--- src/rtl/icache_pkg.sv ---
// Shared types, constants and address-field width helpers for the multi-line instruction cache.
package icache_pkg;

    typedef enum logic [1:0] {
        ST_IDLE   = 2'd0,
        ST_REFILL = 2'd1,
        ST_RESP   = 2'd2
    } state_t;

    // adr[14:12] value whose 4 KiB block is not backed by SDRAM
    localparam logic [2:0] EXCL_WIN = 3'b111;

    function automatic int off_w(input int words_per_line);
        return $clog2(words_per_line);
    endfunction

    function automatic int idx_w(input int lines);
        return $clog2(lines);
    endfunction

    // Tag spans adr[14 : 2+OFF_W+IDX_W]
    function automatic int tag_w(input int words_per_line, input int lines);
        return 13 - $clog2(words_per_line) - $clog2(lines);
    endfunction

endpackage

--- src/rtl/icache_line_ram.sv ---
// Cache data store: LINES x WORDS_PER_LINE x 32, one synchronous write port for refill
// and one combinational read port for hits and refill responses.
module icache_line_ram
    import icache_pkg::*;
#(
    parameter int LINES          = 4,
    parameter int WORDS_PER_LINE = 8,
    localparam int IDX_W         = idx_w(LINES),
    localparam int OFF_W         = off_w(WORDS_PER_LINE)
) (
    input  logic             clk,
    input  logic             wr_en,
    input  logic [IDX_W-1:0] wr_idx,
    input  logic [OFF_W-1:0] wr_off,
    input  logic [31:0]      wr_data,
    input  logic [IDX_W-1:0] rd_idx,
    input  logic [OFF_W-1:0] rd_off,
    output logic [31:0]      rd_data
);

    logic [31:0] mem [LINES*WORDS_PER_LINE];

    // NOTE: storage arrays carry no reset; the valid bits alone decide whether contents are used.
    always_ff @(posedge clk) begin
        if (wr_en) begin
            mem[{wr_idx, wr_off}] <= wr_data;
        end
    end

    assign rd_data = mem[{rd_idx, rd_off}];

endmodule

--- src/rtl/icache_ml.sv ---
// Direct-mapped multi-line instruction cache on the Wishbone slave path with line refill
// from the BRAM stream. Optional hit/miss counters are enabled with ICACHE_PERF_CNT_EN.
module icache_ml
    import icache_pkg::*;
#(
    parameter int          LINES          = 4,
    parameter int          WORDS_PER_LINE = 8,
    parameter logic [15:0] BASE_HI        = 16'h3800
) (
    input  logic        clk,
    input  logic        rst_n,
    input  logic        wbs_stb_i,
    input  logic        wbs_cyc_i,
    input  logic        wbs_we_i,
    input  logic [31:0] wbs_adr_i,
    output logic        wbs_ack_o,
    output logic [31:0] wbs_dat_o,
    output logic        wbs_cache_miss,
    output logic [31:0] refill_adr_o,
    input  logic [31:0] bram_data_in,
    input  logic        bram_in_valid,
    input  logic        flush_i
`ifdef ICACHE_PERF_CNT_EN
    ,
    output logic [31:0] hit_cnt_o,
    output logic [31:0] miss_cnt_o
`endif
);

    localparam int OFF_W = off_w(WORDS_PER_LINE);
    localparam int IDX_W = idx_w(LINES);
    localparam int TAG_W = tag_w(WORDS_PER_LINE, LINES);

    state_t state_q, state_d;

    logic [OFF_W-1:0] req_off, lat_off, word_cnt, rd_off;
    logic [IDX_W-1:0] req_idx, lat_idx, rd_idx;
    logic [TAG_W-1:0] req_tag, lat_tag;
    logic [TAG_W-1:0] tag_mem [LINES];
    logic [LINES-1:0] valid;
    logic [31:0]      rd_data;
    logic             req_ok, hit, hit_ack, start_fill, last_word, fill_we, flush_pend;
    logic             unused_adr_bits;

    assign req_off = wbs_adr_i[2 +: OFF_W];
    assign req_idx = wbs_adr_i[2+OFF_W +: IDX_W];
    assign req_tag = wbs_adr_i[14 -: TAG_W];
    assign unused_adr_bits = ^{wbs_adr_i[15], wbs_adr_i[1:0]};

    assign req_ok = wbs_stb_i & wbs_cyc_i & ~wbs_we_i
                  & (wbs_adr_i[31:16] == BASE_HI) & (wbs_adr_i[14:12] != EXCL_WIN);
    assign hit    = valid[req_idx] & (tag_mem[req_idx] == req_tag);
    assign fill_we = (state_q == ST_REFILL) & bram_in_valid;

    // During refill the read port serves the latched word for the response.
    assign rd_idx = (state_q == ST_REFILL) ? lat_idx : req_idx;
    assign rd_off = (state_q == ST_REFILL) ? lat_off : req_off;

    icache_line_ram #(
        .LINES          (LINES),
        .WORDS_PER_LINE (WORDS_PER_LINE)
    ) u_line_ram (
        .clk     (clk),
        .wr_en   (fill_we),
        .wr_idx  (lat_idx),
        .wr_off  (word_cnt),
        .wr_data (bram_data_in),
        .rd_idx  (rd_idx),
        .rd_off  (rd_off),
        .rd_data (rd_data)
    );

    // NOTE: sequential state uses non-blocking assignments so every register samples pre-edge values.
    always_ff @(posedge clk) begin
        if (!rst_n) begin
            state_q <= ST_IDLE;
        end else begin
            state_q <= state_d;
        end
    end

    // NOTE: every output of this block gets a default first, so no path can infer a latch.
    always_comb begin
        state_d    = state_q;
        hit_ack    = 1'b0;
        start_fill = 1'b0;
        last_word  = 1'b0;
        case (state_q)
            ST_IDLE: begin
                // The request that was just acked is still on the bus; do not answer it twice.
                if (req_ok && !wbs_ack_o) begin
                    if (hit) begin
                        hit_ack = 1'b1;
                    end else begin
                        start_fill = 1'b1;
                        state_d    = ST_REFILL;
                    end
                end
            end
            ST_REFILL: begin
                if (bram_in_valid && (&word_cnt)) begin
                    last_word = 1'b1;
                    state_d   = ST_RESP;
                end
            end
            ST_RESP:  state_d = ST_IDLE;
            default:  state_d = ST_IDLE;
        endcase
    end

    always_ff @(posedge clk) begin
        if (!rst_n) begin
            wbs_ack_o      <= 1'b0;
            wbs_dat_o      <= '0;
            wbs_cache_miss <= 1'b0;
            refill_adr_o   <= '0;
            word_cnt       <= '0;
            valid          <= '0;
            flush_pend     <= 1'b0;
            lat_idx        <= '0;
            lat_off        <= '0;
            lat_tag        <= '0;
        end else begin
            wbs_ack_o <= 1'b0;
            wbs_dat_o <= '0;
            if (hit_ack) begin
                wbs_ack_o <= 1'b1;
                wbs_dat_o <= rd_data;
            end
            if (start_fill) begin
                lat_idx        <= req_idx;
                lat_off        <= req_off;
                lat_tag        <= req_tag;
                word_cnt       <= '0;
                flush_pend     <= 1'b0;
                wbs_cache_miss <= 1'b1;
                refill_adr_o   <= {BASE_HI, 1'b0, req_tag, req_idx, {(OFF_W+2){1'b0}}};
            end
            if (fill_we) begin
                word_cnt <= word_cnt + 1'b1;
            end
            if ((state_q == ST_REFILL) && flush_i) begin
                flush_pend <= 1'b1;
            end
            if (last_word) begin
                wbs_cache_miss <= 1'b0;
                if (req_ok) begin
                    wbs_ack_o <= 1'b1;
                    // The last word is still on the stream, not yet in the RAM.
                    wbs_dat_o <= (&lat_off) ? bram_data_in : rd_data;
                end
                if (!flush_pend && !flush_i) begin
                    valid[lat_idx] <= 1'b1;
                end
            end
            // Placed last so a flush overrides a same-cycle validation.
            if (flush_i) begin
                valid <= '0;
            end
        end
    end

    always_ff @(posedge clk) begin
        if (last_word) begin
            tag_mem[lat_idx] <= lat_tag;
        end
    end

`ifdef ICACHE_PERF_CNT_EN
    always_ff @(posedge clk) begin
        if (!rst_n) begin
            hit_cnt_o  <= '0;
            miss_cnt_o <= '0;
        end else begin
            if (hit_ack && (hit_cnt_o != '1)) begin
                hit_cnt_o <= hit_cnt_o + 1'b1;
            end
            if (start_fill && (miss_cnt_o != '1)) begin
                miss_cnt_o <= miss_cnt_o + 1'b1;
            end
        end
    end
`endif

endmodule

--- config.mk ---
export PLATFORM = sky130hd
export DESIGN_NAME = icache_ml
export DESIGN_NICKNAME = d
export VERILOG_FILES = /design/src/rtl/icache_pkg.sv /design/src/rtl/icache_line_ram.sv /design/src/rtl/icache_ml.sv
export SDC_FILE = /design/constraint.sdc
export NUM_CORES = 1
export LEC_CHECK = 0
export ABC_AREA = 1
export CAP_MARGIN = 20
export CORE_MARGIN = 5
export CORE_UTILIZATION = 39
export CTS_BUF_LIST = sky130_fd_sc_hd__clkbuf_16
export DETAILED_ROUTE_END_ITERATION = 10
export SLEW_MARGIN = 10
export SYNTH_ARGS = -nofsm -noshare
export SYNTH_HDL_FRONTEND = slang
export SYNTH_SLANG_ARGS = --single-unit
--- constraint.sdc ---
create_clock -name clk -period 5.98 [get_ports clk]
set_clock_uncertainty 0.05 [all_clocks]
set_input_delay 0.897 -clock clk [delete_from_list [all_inputs] [get_ports clk]]
set_output_delay 0.897 -clock clk [all_outputs]
set_load 0.01 [all_outputs]
==> results.md <==
* Worst Path Required at ~6600 ps
* Vias per cell at just over 5
* RSZ-0062 raised after global routing: false
* Largest net degree at the start of global routing at between 150 and 200
* CP endpoint kind: flip-flop
* Net Sw Frac at between 20% and 30%
* Count of final setup violators at 0
* DR iter-0 viols at roughly 3400
* Peak VDD IR at roughly 0.27 mV
* Top Metal Used: met5
* # resized after CTS at 0
* Ant. Diodes at 0
* Worst slew pin tran at about 1400 ps
* #FFs+latches synth at 1114
* Pwr dens at 289 mW/mm^2
* P&R area growth vs syn at 13.8%
* Setup tns final at 0 ps
* Clock buffer depth at 3
* Fin crit share at approximately three fifths
* Die W at roughly 370 um
* CTS clk-pin slew, worst paths at about 60 ps
* H-Tree Depth at 3
* Syn Area/Cell at 10.3 um^2
* Full die area at 0.134 mm^2
* Yosys warnings at 0
* WHS at about 410 ps
* Commonest cells post-synth: nand2_1, edfxtp_1, nand3_1, inv_1, nand3b_1
* Most numerous cell in the Yosys netlist: nand2_1
* First-pass iteration count of the detailed router at 6
* Library cells used by synthesis at 33
* # port buffers at between 100 and 150
* Max Cap Viol at 0
* Combinational share of power at under 10%
* Final GP Congestion at 0.817
* Hold_sp: valid[1]
* Total chip power at 16.2 mW
* Share of the synthesized area in the top cell type at around 64%
* Total CTS buffers at roughly 110
* Crit Path Class: input pin to flip-flop
* Fraction of registers with async set or reset after synthesis at 0%
* Seq/Total Area, Yosys at approximately 67%
* Routed length on met3 at roughly 12000 um
* Final Critical Period at 3630 ps
* Antenna-violating nets left at 0
* # DRC at 0
* All-Layer GR Usage at a little over a fifth
* Sequential share of power at about 53%
* Synth area leader: edfxtp_1
* Startpoint Class: input pin
* Leakage at between 20 and 25 nW
* Initial Utilization at between 30 and 40%
* Postcts setup bufs at 0
* Die Ht at 366 um
* Via count at ~34000
* Synth area leaders: edfxtp_1, nand2_1, nand3_1, inv_1, nand3b_1
* WL final at around 140000 um
* Metal2 WL at 67900 um
* Mapped Area at 0.0493 mm^2
* Setup crit start: wbs_adr_i[6]
* Status: finished, final reports clean
* Latest clock arrival within the worst-skew pair at 700 ps
* Clock Tree Root: clkbuf_16
* Max Transition Viols Final at 0
* Finished layout cell area at roughly 0.056 mm^2
* Ys flop type: edfxtp_1
* Worst path arrival time at 4200 ps
* First-pass GRT wire length at roughly 210000 um
* CORE AREA at about 0.13 mm^2
* I/O pins at 137
* Hold/Removal Path Class: flip-flop to flip-flop
* Met1 Wirelength at ~60000 um
* FP Rows at 130
* Initial antenna violation count at 1
* Clk sinks at ~1100
* EDFF count, synth at around 1100
* Cells after Synth at between 4000 and 5000
* Gr ovfl total at 0
* Nets at 4965
* HPWL Detailed at 74600 um
* Max FO, Critical Path at 19
* CTS tree: built
* Max frequency at roughly 280 MHz
* Pint at about 13 mW
* Vias in the first global route at around 33000
* NetSw at between 3 and 4 mW
* Slew HR at a little under a tenth
* Layout cells sized above 1 at between 6 and 7%
* Critical R2R Launch: state_q[1]
* Routed len/inst at between 20 and 25 um
* Placed standard-cell area at between 0.05 and 0.06 mm^2
* Part of the power in the clock network at approximately two fifths
* Fin. Hold Viols at 0
* Fill cells at roughly 12000
* CTS Hold Bufs at 0
-- through the flow --
stage	cells	setup WS, ps	utilization, %
2_1_floorplan	4828	2840	-
3_3_place_gp	6418	1710	41.8
3_5_place_dp	6419	1710	41.8
4_1_cts	6632	2400	44.6
5_1_grt	6637	2150	44.7
6_report	6637	2350	44.7
-- layout by cell type, fill, tap and decap left out, types with 21 or more instances in the layout --
master           netlist  layout
nand2_1             1236    1235
edfxtp_1            1056    1056
nand3_1              912     911
inv_1                801     820
nand3b_1             192     192
nor2_1               176     144
clkbuf_16              0     117
clkdlybuf4s50_1        0     112
buf_4                 41      98
dfxtp_1               58      58
clkinv_1               1      43
nor2_4                 0      34
o2111ai_1             32      32
clkinv_2               0      21
-- registers in the layout, summed over array words and instances, names as in the netlist --
register,cells
lat_tag,7
wbs_cache_miss,1
wbs_dat_o,32
flush_pend,1
u_line_ram.mem,1024
state_q,2
lat_idx,1
refill_adr_o,3
tag_mem,32
valid,4
wbs_ack_o,1
word_cnt,3
lat_off,3
-- area by class of cell --
cell class                      instances  area [um^2]  area share (%)
Clock inverter                         96          596            1.06
Sequential cell                      1114        32900            58.5
Inverter                              809         3040            5.42
Tap cell                             1650         2060            3.68
Multi-Input combinational cell       2617        12400            22.0
Timing Repair Buffer                  234         2280            4.06
Clock buffer                          117         2930            5.21
-- final timing paths --
check,to,cells after the start,slack (ps)
max,wbs_dat_o[5],12,2350
min,valid[1],2,410
max reg2reg,wbs_dat_o[4],15,2430
min reg2reg,valid[1],2,410
-- power by group through the flow --
| stage | Clock, mW | Combinational [mW] | Sequential [mW] |
|---|---|---|---|
| CTS | 6.85 | 0.916 | 8.52 |
| detailed placement | 0 | 0.913 | 8.69 |
| global placement | 0 | 0.905 | 8.69 |
| global route | 7.19 | 1.01 | 8.52 |
| floorplan | 0 | 0.535 | 8.69 |
| finish | 6.77 | 0.924 | 8.52 |
-- cells by family (layout without fill, tap and decap cells) --
family	Yosys count	after routing	synth area share, %
simple gates	2544	2544	23.3
flops	1114	1114	66.6
buf+inv	1097	1256	9.18
compound gates	49	49	0.771
fa+ha+maj	5	5	0.127
other cells	1	19	0.00760
-- metal layers --
metal,vias up,track usage [%]
li1,16000,-
met1,16700,28.1
met2,1403,34.7
met3,256,3.55
met4,2,6.38
met5,-,0
-- critical path: stages --
cell             delay, ps
clkdlybuf4s50_1        810
clkinv_1               490
nand3_1                250
nand3_1                 90
nand2_1                120
nand2_1                 80
nor2_2                 160
nand4_2                480
buf_4                  480
nand2_1                110
nand2_1                 50
nor2_1                 150
Power figures use the tool's default switching activity.
